### src/rtl/mem_port_arbiter.sv
// Two-requester arbiter for the single Mem data port: round-robin or fixed priority,
// bounded lock ownership, and registered load return one cycle after acceptance.
module mem_port_arbiter #(
    parameter bit          FAIR     = 1'b1,
    parameter int unsigned MAX_LOCK = 4
) (
    input  logic        CLK,
    input  logic        RST,
    input  logic        r0_req,
    input  logic        r0_we,
    input  logic [31:0] r0_addr,
    input  logic [1:0]  r0_size,
    input  logic [31:0] r0_wdata,
    input  logic        r0_lock,
    output logic        r0_gnt,
    output logic        r0_rvalid,
    output logic [31:0] r0_rdata,
    input  logic        r1_req,
    input  logic        r1_we,
    input  logic [31:0] r1_addr,
    input  logic [1:0]  r1_size,
    input  logic [31:0] r1_wdata,
    input  logic        r1_lock,
    output logic        r1_gnt,
    output logic        r1_rvalid,
    output logic [31:0] r1_rdata,
    output logic [31:0] mem_addr,
    output logic [1:0]  mem_size,
    output logic [31:0] mem_wdata,
    output logic        mem_we,
    input  logic [31:0] mem_rdata
);

    // Handshake: a request is accepted in the cycle where rN_req and rN_gnt are both high;
    // the requester holds its fields stable until then, and loads return rvalid/rdata next cycle.

    typedef enum logic [1:0] {
        IDLE = 2'b00,
        OWN0 = 2'b01,
        OWN1 = 2'b10
    } own_t;

    localparam logic [3:0] MAX_CNT = 4'(MAX_LOCK);

    own_t        own_q, own_d;
    logic        rr_last_q, rr_last_d;
    logic [3:0]  lock_cnt_q, lock_cnt_d;
    logic        r0_rvalid_q, r0_rvalid_d;
    logic        r1_rvalid_q, r1_rvalid_d;
    logic [31:0] r0_rdata_q, r0_rdata_d;
    logic [31:0] r1_rdata_q, r1_rdata_d;

    logic        gnt0, gnt1;
    logic        lock_full;
    logic        win_lock;
    own_t        win_own;

    assign lock_full = (lock_cnt_q >= MAX_CNT);

    // Grants are gated by reset so nothing reaches Mem while RST is low.
    always_comb begin
        gnt0 = 1'b0;
        gnt1 = 1'b0;
        if (!RST) begin
            gnt0 = 1'b0;
        end else if (own_q == OWN0 && r0_req) begin
            if (lock_full && r1_req) gnt1 = 1'b1;
            else                     gnt0 = 1'b1;
        end else if (own_q == OWN1 && r1_req) begin
            if (lock_full && r0_req) gnt0 = 1'b1;
            else                     gnt1 = 1'b1;
        end else if (r0_req && r1_req) begin
            if (FAIR && !rr_last_q) gnt1 = 1'b1;
            else                    gnt0 = 1'b1;
        end else if (r0_req) begin
            gnt0 = 1'b1;
        end else if (r1_req) begin
            gnt1 = 1'b1;
        end
    end

    assign r0_gnt    = gnt0;
    assign r1_gnt    = gnt1;
    assign mem_addr  = gnt1 ? r1_addr  : r0_addr;
    assign mem_size  = gnt1 ? r1_size  : r0_size;
    assign mem_wdata = gnt1 ? r1_wdata : r0_wdata;
    assign mem_we    = (gnt1 & r1_we) | (gnt0 & r0_we);

    always_comb begin
        win_lock    = gnt1 ? r1_lock : r0_lock;
        win_own     = gnt1 ? OWN1 : OWN0;
        own_d       = IDLE;
        lock_cnt_d  = 4'd0;
        rr_last_d   = rr_last_q;
        if (gnt0 || gnt1) begin
            rr_last_d = gnt1;
            if (win_lock) begin
                own_d = win_own;
                if (own_q == win_own)
                    lock_cnt_d = lock_full ? lock_cnt_q : lock_cnt_q + 4'd1;
                else
                    lock_cnt_d = 4'd1;
            end
        end
        r0_rvalid_d = gnt0 & ~r0_we;
        r1_rvalid_d = gnt1 & ~r1_we;
        r0_rdata_d  = r0_rvalid_d ? mem_rdata : r0_rdata_q;
        r1_rdata_d  = r1_rvalid_d ? mem_rdata : r1_rdata_q;
    end

    always_ff @(posedge CLK or negedge RST) begin
        if (!RST) begin
            own_q       <= IDLE;
            rr_last_q   <= 1'b1;
            lock_cnt_q  <= 4'd0;
            r0_rvalid_q <= 1'b0;
            r1_rvalid_q <= 1'b0;
            r0_rdata_q  <= 32'd0;
            r1_rdata_q  <= 32'd0;
        end else begin
            own_q       <= own_d;
            rr_last_q   <= rr_last_d;
            lock_cnt_q  <= lock_cnt_d;
            r0_rvalid_q <= r0_rvalid_d;
            r1_rvalid_q <= r1_rvalid_d;
            r0_rdata_q  <= r0_rdata_d;
            r1_rdata_q  <= r1_rdata_d;
        end
    end

    assign r0_rvalid = r0_rvalid_q;
    assign r1_rvalid = r1_rvalid_q;
    assign r0_rdata  = r0_rdata_q;
    assign r1_rdata  = r1_rdata_q;

endmodule

### config.mk
export PLATFORM = sky130hd
export DESIGN_NAME = mem_port_arbiter
export DESIGN_NICKNAME = d
export VERILOG_FILES = /design/src/rtl/mem_port_arbiter.sv
export SDC_FILE = /design/constraint.sdc
export NUM_CORES = 1
export LEC_CHECK = 0
export BUFFER_PORTS_ARGS = -buffer_cell sky130_fd_sc_hd__buf_2
export CAP_MARGIN = 10
export CORE_AREA = 4 4 117 119
export CTS_BUF_LIST = sky130_fd_sc_hd__clkbuf_8
export DETAILED_ROUTE_END_ITERATION = 6
export DIE_AREA = 0 0 121 123
export PLACE_DENSITY = 0.61
export SKIP_CTS_REPAIR_TIMING = 1
export SYNTH_ARGS = -nofsm -noshare
export SYNTH_HDL_FRONTEND = slang
export SYNTH_SLANG_ARGS = --single-unit
### constraint.sdc
create_clock -name CLK -period 3.5 [get_ports CLK]
set_input_delay 0.7 -clock CLK [delete_from_list [all_inputs] [get_ports CLK]]
set_output_delay 0.7 -clock CLK [all_outputs]
set_load 0.02 [all_outputs]
=== Yosys cells after proc, flatten, opt, wreduce, memory -nomap -nowiden ===
Index checks and enable logic that the tools add are counted.

* $add $sub $neg: 1
* Order comparisons: 1
* Equality and inequality tests: 4
* Mux-type cells: 28
* Bitwise gates (word level): 7
* Reduce and logical (&&, ||, !) cells: 6

{| class="wikitable"
|+ Operators by type and width
! operator !! number
|-
| $mux 32 || 2
|-
| $mux 1 || 18
|-
| $mux 4 || 4
|-
| $mux 2 || 4
|-
| $logic_and 1x1->1 || 5
|-
| $add 4x1->4 const B || 1
|-
| $and 1x1->1 || 4
|-
| $ge 4x3->1 const B || 1
|-
| $ne 4x4->1 const B || 1
|-
| $eq 2x1->1 const B || 1
|-
| $eq 2x2->1 || 1
|-
| $eq 2x2->1 const B || 1
|-
| $not 1->1 || 2
|-
| $logic_or 1x1->1 || 1
|-
| $or 1x1->1 || 1
|}

* Flip-flop bits (word level): 73
* Output and inout bits: 135
* Logic and storage cells: 54

=== Longest topological paths before layout ===
* Word-level depth: 11
* Depth in mapped cells: 7
* Depth with buffers taken out: 4

=== Least setup slack after synthesis ===
No wires, ideal clock.

* Path kind: input port to output port
* Start: input port r1_req
* End: output port mem_we
* Arrival time: 2.118 ns
* Required time: 2.800 ns
* Setup slack: 0.682 ns
* Stages: 5
* Path buffers: 1
* Cells stage by stage: clkbuf_1 > nand2b_1 > nor2_1 > a211oi_1 > a2bb2o_1

* Elaborated cells on any way between the ends: 18
* Those cells by class: mux: 12; bitwise: 3; reduce/logical: 3

{| class="wikitable"
|+ RTL lines
! what !! RTL line !! RTL
|-
| start, declared || 18 || <nowiki>input logic r1_req,</nowiki>
|-
| $logic_and 1x1->1 || 72 || <nowiki>end else if (r0_req && r1_req) begin</nowiki>
|-
| $mux 1 || 72 ||
|-
| $mux 1 || 69 || <nowiki>end else if (own_q == OWN1 && r1_req) begin</nowiki>
|-
| $mux 1 (*) || 66 || <nowiki>end else if (own_q == OWN0 && r0_req) begin</nowiki>
|-
| $mux 1 (*) || 64 || <nowiki>if (!RST) begin</nowiki>
|-
| net r0_gnt || 15 || <nowiki>output logic r0_gnt,</nowiki>
|-
| $and 1x1->1 (*) || 87 || <nowiki>assign mem_we = (gnt1 & r1_we) | (gnt0 & r0_we);</nowiki>
|-
| $or 1x1->1 (*) || 87 ||
|-
| end, declared || 30 || <nowiki>output logic mem_we,</nowiki>
|}

Mark *: on every way through the listed nets, which the timed path passes. The rest lies on a longest branch.

=== Final worst setup path ===
* Start: register own_q[0]
* End: output port mem_wdata[26]

* Word-level cells in the longest chain between the ends: 6
* Elaborated cells on any way between the ends: 8
* Those cells by class: eq/ne: 2; mux: 4; reduce/logical: 2

{| class="wikitable"
|+ Ends and longest elaborated chain
! what !! RTL line !! RTL
|-
| start, declared || 45 || <nowiki>own_t own_q, own_d;</nowiki>
|-
| start signal, assigned || 121 || <nowiki>own_q <= own_d;</nowiki>
|-
| $eq 2x2->1 || 69 ||
|-
| $logic_and 1x1->1 || 69 ||
|-
| $mux 1 || 69 ||
|-
| $mux 1 (*) || 66 ||
|-
| $mux 1 (*) || 64 ||
|-
| $mux 32 (*) || 86 || <nowiki>assign mem_wdata = gnt1 ? r1_wdata : r0_wdata;</nowiki>
|-
| end, declared || 29 || <nowiki>output logic [31:0] mem_wdata,</nowiki>
|}

Mark *: on every way between the ends. The rest lies on a longest branch, timed or not.

==> results.cfg <==
[floorplanning]
core_um2 = 12600
die_w_um = 121
pin_count = 307
die_h_um = 123
die_area_um2 = 14900
initial_core_util_pct = 29.7
rows = 41

[cells_and_area]
nets = 741
final_common_cell = buf_2
multi_input_area_um2 = 1810
final_cell_mix = buf_2, mux2_2, dfrtp_1
fin_util_pct = 45.1
fillers = 1199
syn_to_final_growth_pct = 52.0
seq_area_um2 = 1830
drive_above_1_share_pct = 80.1

[timing]
tightest_slew_ns = 0.938
min_period_ns = 3.20
whs_ns = 0.482
setup_violations = 0
rsz0062_at_grt = no
skew_ns = 0.0133
max_freq_mhz = 313
finalCritPeriodShare_pct = 91.3
tns_ns = 0
hold_viol_final = 0
slew_violations = 0
slew_headroom_pct = 37.5

[drt]
vias = 3423
route.detailed.drc = 0
dr.first_iter.drc_count = 149
drt_first_pass_iters = 4
viasPerCell = 4.57
ant_nets = 0
finalWirelength_um = 15000
post_drt_wl_per_cell_um = 20.0

[synth]
synth_seq_cells = 73
syn_inst = 262
mappedNetlistArea_um2 = 3730
synthArstFlopShare_pct = 100
synth_ff_type = dfrtp_1
synth_edf_count = 0
synth_top_area_share_pct = 48.3
synthTopCellsByArea = dfrtp_1, mux2_2, mux2_4
avgSynthCellArea_um2 = 14.2
ys_warn_count = 0
synth_cell_types = 35
syn_nets = 435
ys_seq_area_share_pct = 49.0
synth_top_area_cell = dfrtp_1

[hold_path]
hp-start = r0_rdata[4]$_DFFE_PN0P_
holdPathEnd = r0_rdata[4]$_DFFE_PN0P_
hold_depth = 1
hold_path.class = reg2reg

[worst_setup_path]
r2r_cells = 5
startpoint = own_q[0]$_DFF_PN0_
r2r_slack_ns = 1.28
crit_chain = xor2_1, o21ai_0, o21bai_4, buf_12, mux2_4, buf_2
worstPathRequired_ns = 2.80
slowest_stage = o21ai_0
cpPeakStageDelay_ns = 0.60
rr_startpoint = lock_cnt_q[2]$_DFFE_PN0P_
cp-end-kind = primary output
cp-start-kind = register
reg2reg_to = r0_rdata[23]$_DFFE_PN0P_
arrival_ns = 2.50
criticalPathCategory = reg2out
cp_max_fo = 68

[clock_network]
cts_tree = built
clock_latency_ns = 0.34
clk_pin_slew_ns = 0.07
cts_root_buf = clkbuf_8
clock_sinks = 73
cts.path.max_buffers = 2
cts_made_buffers = 9
htreeDepth = 3

[power_and_ir_drop]
power_density_nw_per_um2 = 526
power.internal_mw = 1.93
swShare_pct = 35.3
power.static_leakage_nw = 2.93
power_switching_mw = 1.05
peakVddDrop_mv = 0.185
clock_power_share_pct = 23.8
combPwrFrac_pct = 37.9
power_mw = 2.98
p_seq_share_pct = 38.4

[grt]
grt_first_pass_wirelength_um = 20700
grt_pass1_vias = 3466
grt_usage_pct = 19.0
grt_overflow_total = 0
grt_max_degree = 77
antenna_found_initial = 6

[placement]
post-dp-hpwl_um = 12800
io_buffers = 306
place_congestion = 0.889

[job]
cap_violations = 0

[outcome]
status = complete, no violations
==> Yosys cell counts, types with 2 or more instances <==
cell type  instances
inv_1              4
nand2_1            4
mux2_2           119
mux2_4             7
buf_4              3
a211oi_1           2
nor3_1             4
buf_2              9
o21a_1             3
and2_1             2
mux2_1             4
nand2b_1           2
nor2_1             2
o21ai_0            4
buf_6              2
dfrtp_1           72
==> sequential cells by signal (all words and copies together), names as in the netlist <==
signal	count
r1_rvalid	1
lock_cnt_q	4
own_q	2
r0_rdata	32
rr_last_q	1
r1_rdata	32
r0_rvalid	1
==> area by class of cell <==
cell class | instances | share of cell area [%]
tap | 172 | 3.79
timing repair buffer | 310 | 27.8
multi-input combinational | 170 | 31.9
sequential | 73 | 32.2
antenna | 5 | 0.221
clock inverter | 6 | 1.61
clock buffer | 9 | 2.18
inverter | 4 | 0.265
==> critical path: cells and delay by family, from the launching register on <==
kind                   cells  cell delay, ns
AO/OA/AOI/OAI              2            0.75
buffers and inverters      2            0.42
flip-flops                 1            0.42
multiplexers               1            0.35
XOR/XNOR                   1            0.20
==> routing by layer <==
metal  vias up  GRT usage (%)  wire length [um]  part of all wire, %
li1       1572              -                 -                    -
met1      1646           23.0              5870                   39
met2       181           31.5              7570                   50
met3        24           4.57              1110                  7.4
met4         0           9.49               456                  3.0
met5         -              0                 0                    0
==> power by group through the flow <==
stage               Sequential (mW)  Combinational, mW  Clock, mW
floorplan                      1.41              0.417          0
finish                         1.14               1.13      0.709
global placement               1.15               1.13          0
detailed placement             1.16               1.14          0
global route                   1.17               1.20      0.770
CTS                            1.15               1.14      0.733
==> logic make-up (layout without fill, tap and decap cells) <==
family / after synthesis / count (layout) / synth area share [%]
AOI/OAI and AO/OA: 20 / 20 / 4.86
xor gates and xnor gates: 1 / 1 / 0.235
adders and majority gates: 1 / 1 / 0.335
buffers and inverters: 19 / 329 / 2.92
DFF: 73 / 73 / 49.0
muxes: 130 / 130 / 39.9
other: 0 / 5 / 0
and+or+nand+nor: 18 / 18 / 2.75
==> worst max-delay path by stage <==
stage | slack [ns] | end
after floorplan | 0.68 | mem_we
after detailed placement | 0.52 | mem_size[0]
after global routing | 0.19 | mem_wdata[26]
after CTS | 0.31 | mem_wdata[26]
final | 0.30 | mem_wdata[26]
after global placement | 0.58 | mem_size[0]
==> per-stage QoR <==
step,instances,cell area [um^2],worst slack (ns)
6_report,749,5670,0.303
3_5_place_dp,729,5450,0.516
5_1_grt,749,5670,0.190
4_1_cts,744,5660,0.308
3_3_place_gp,729,5450,0.584
2_1_floorplan,262,3730,0.682
(Power assumes the default switching activity.)
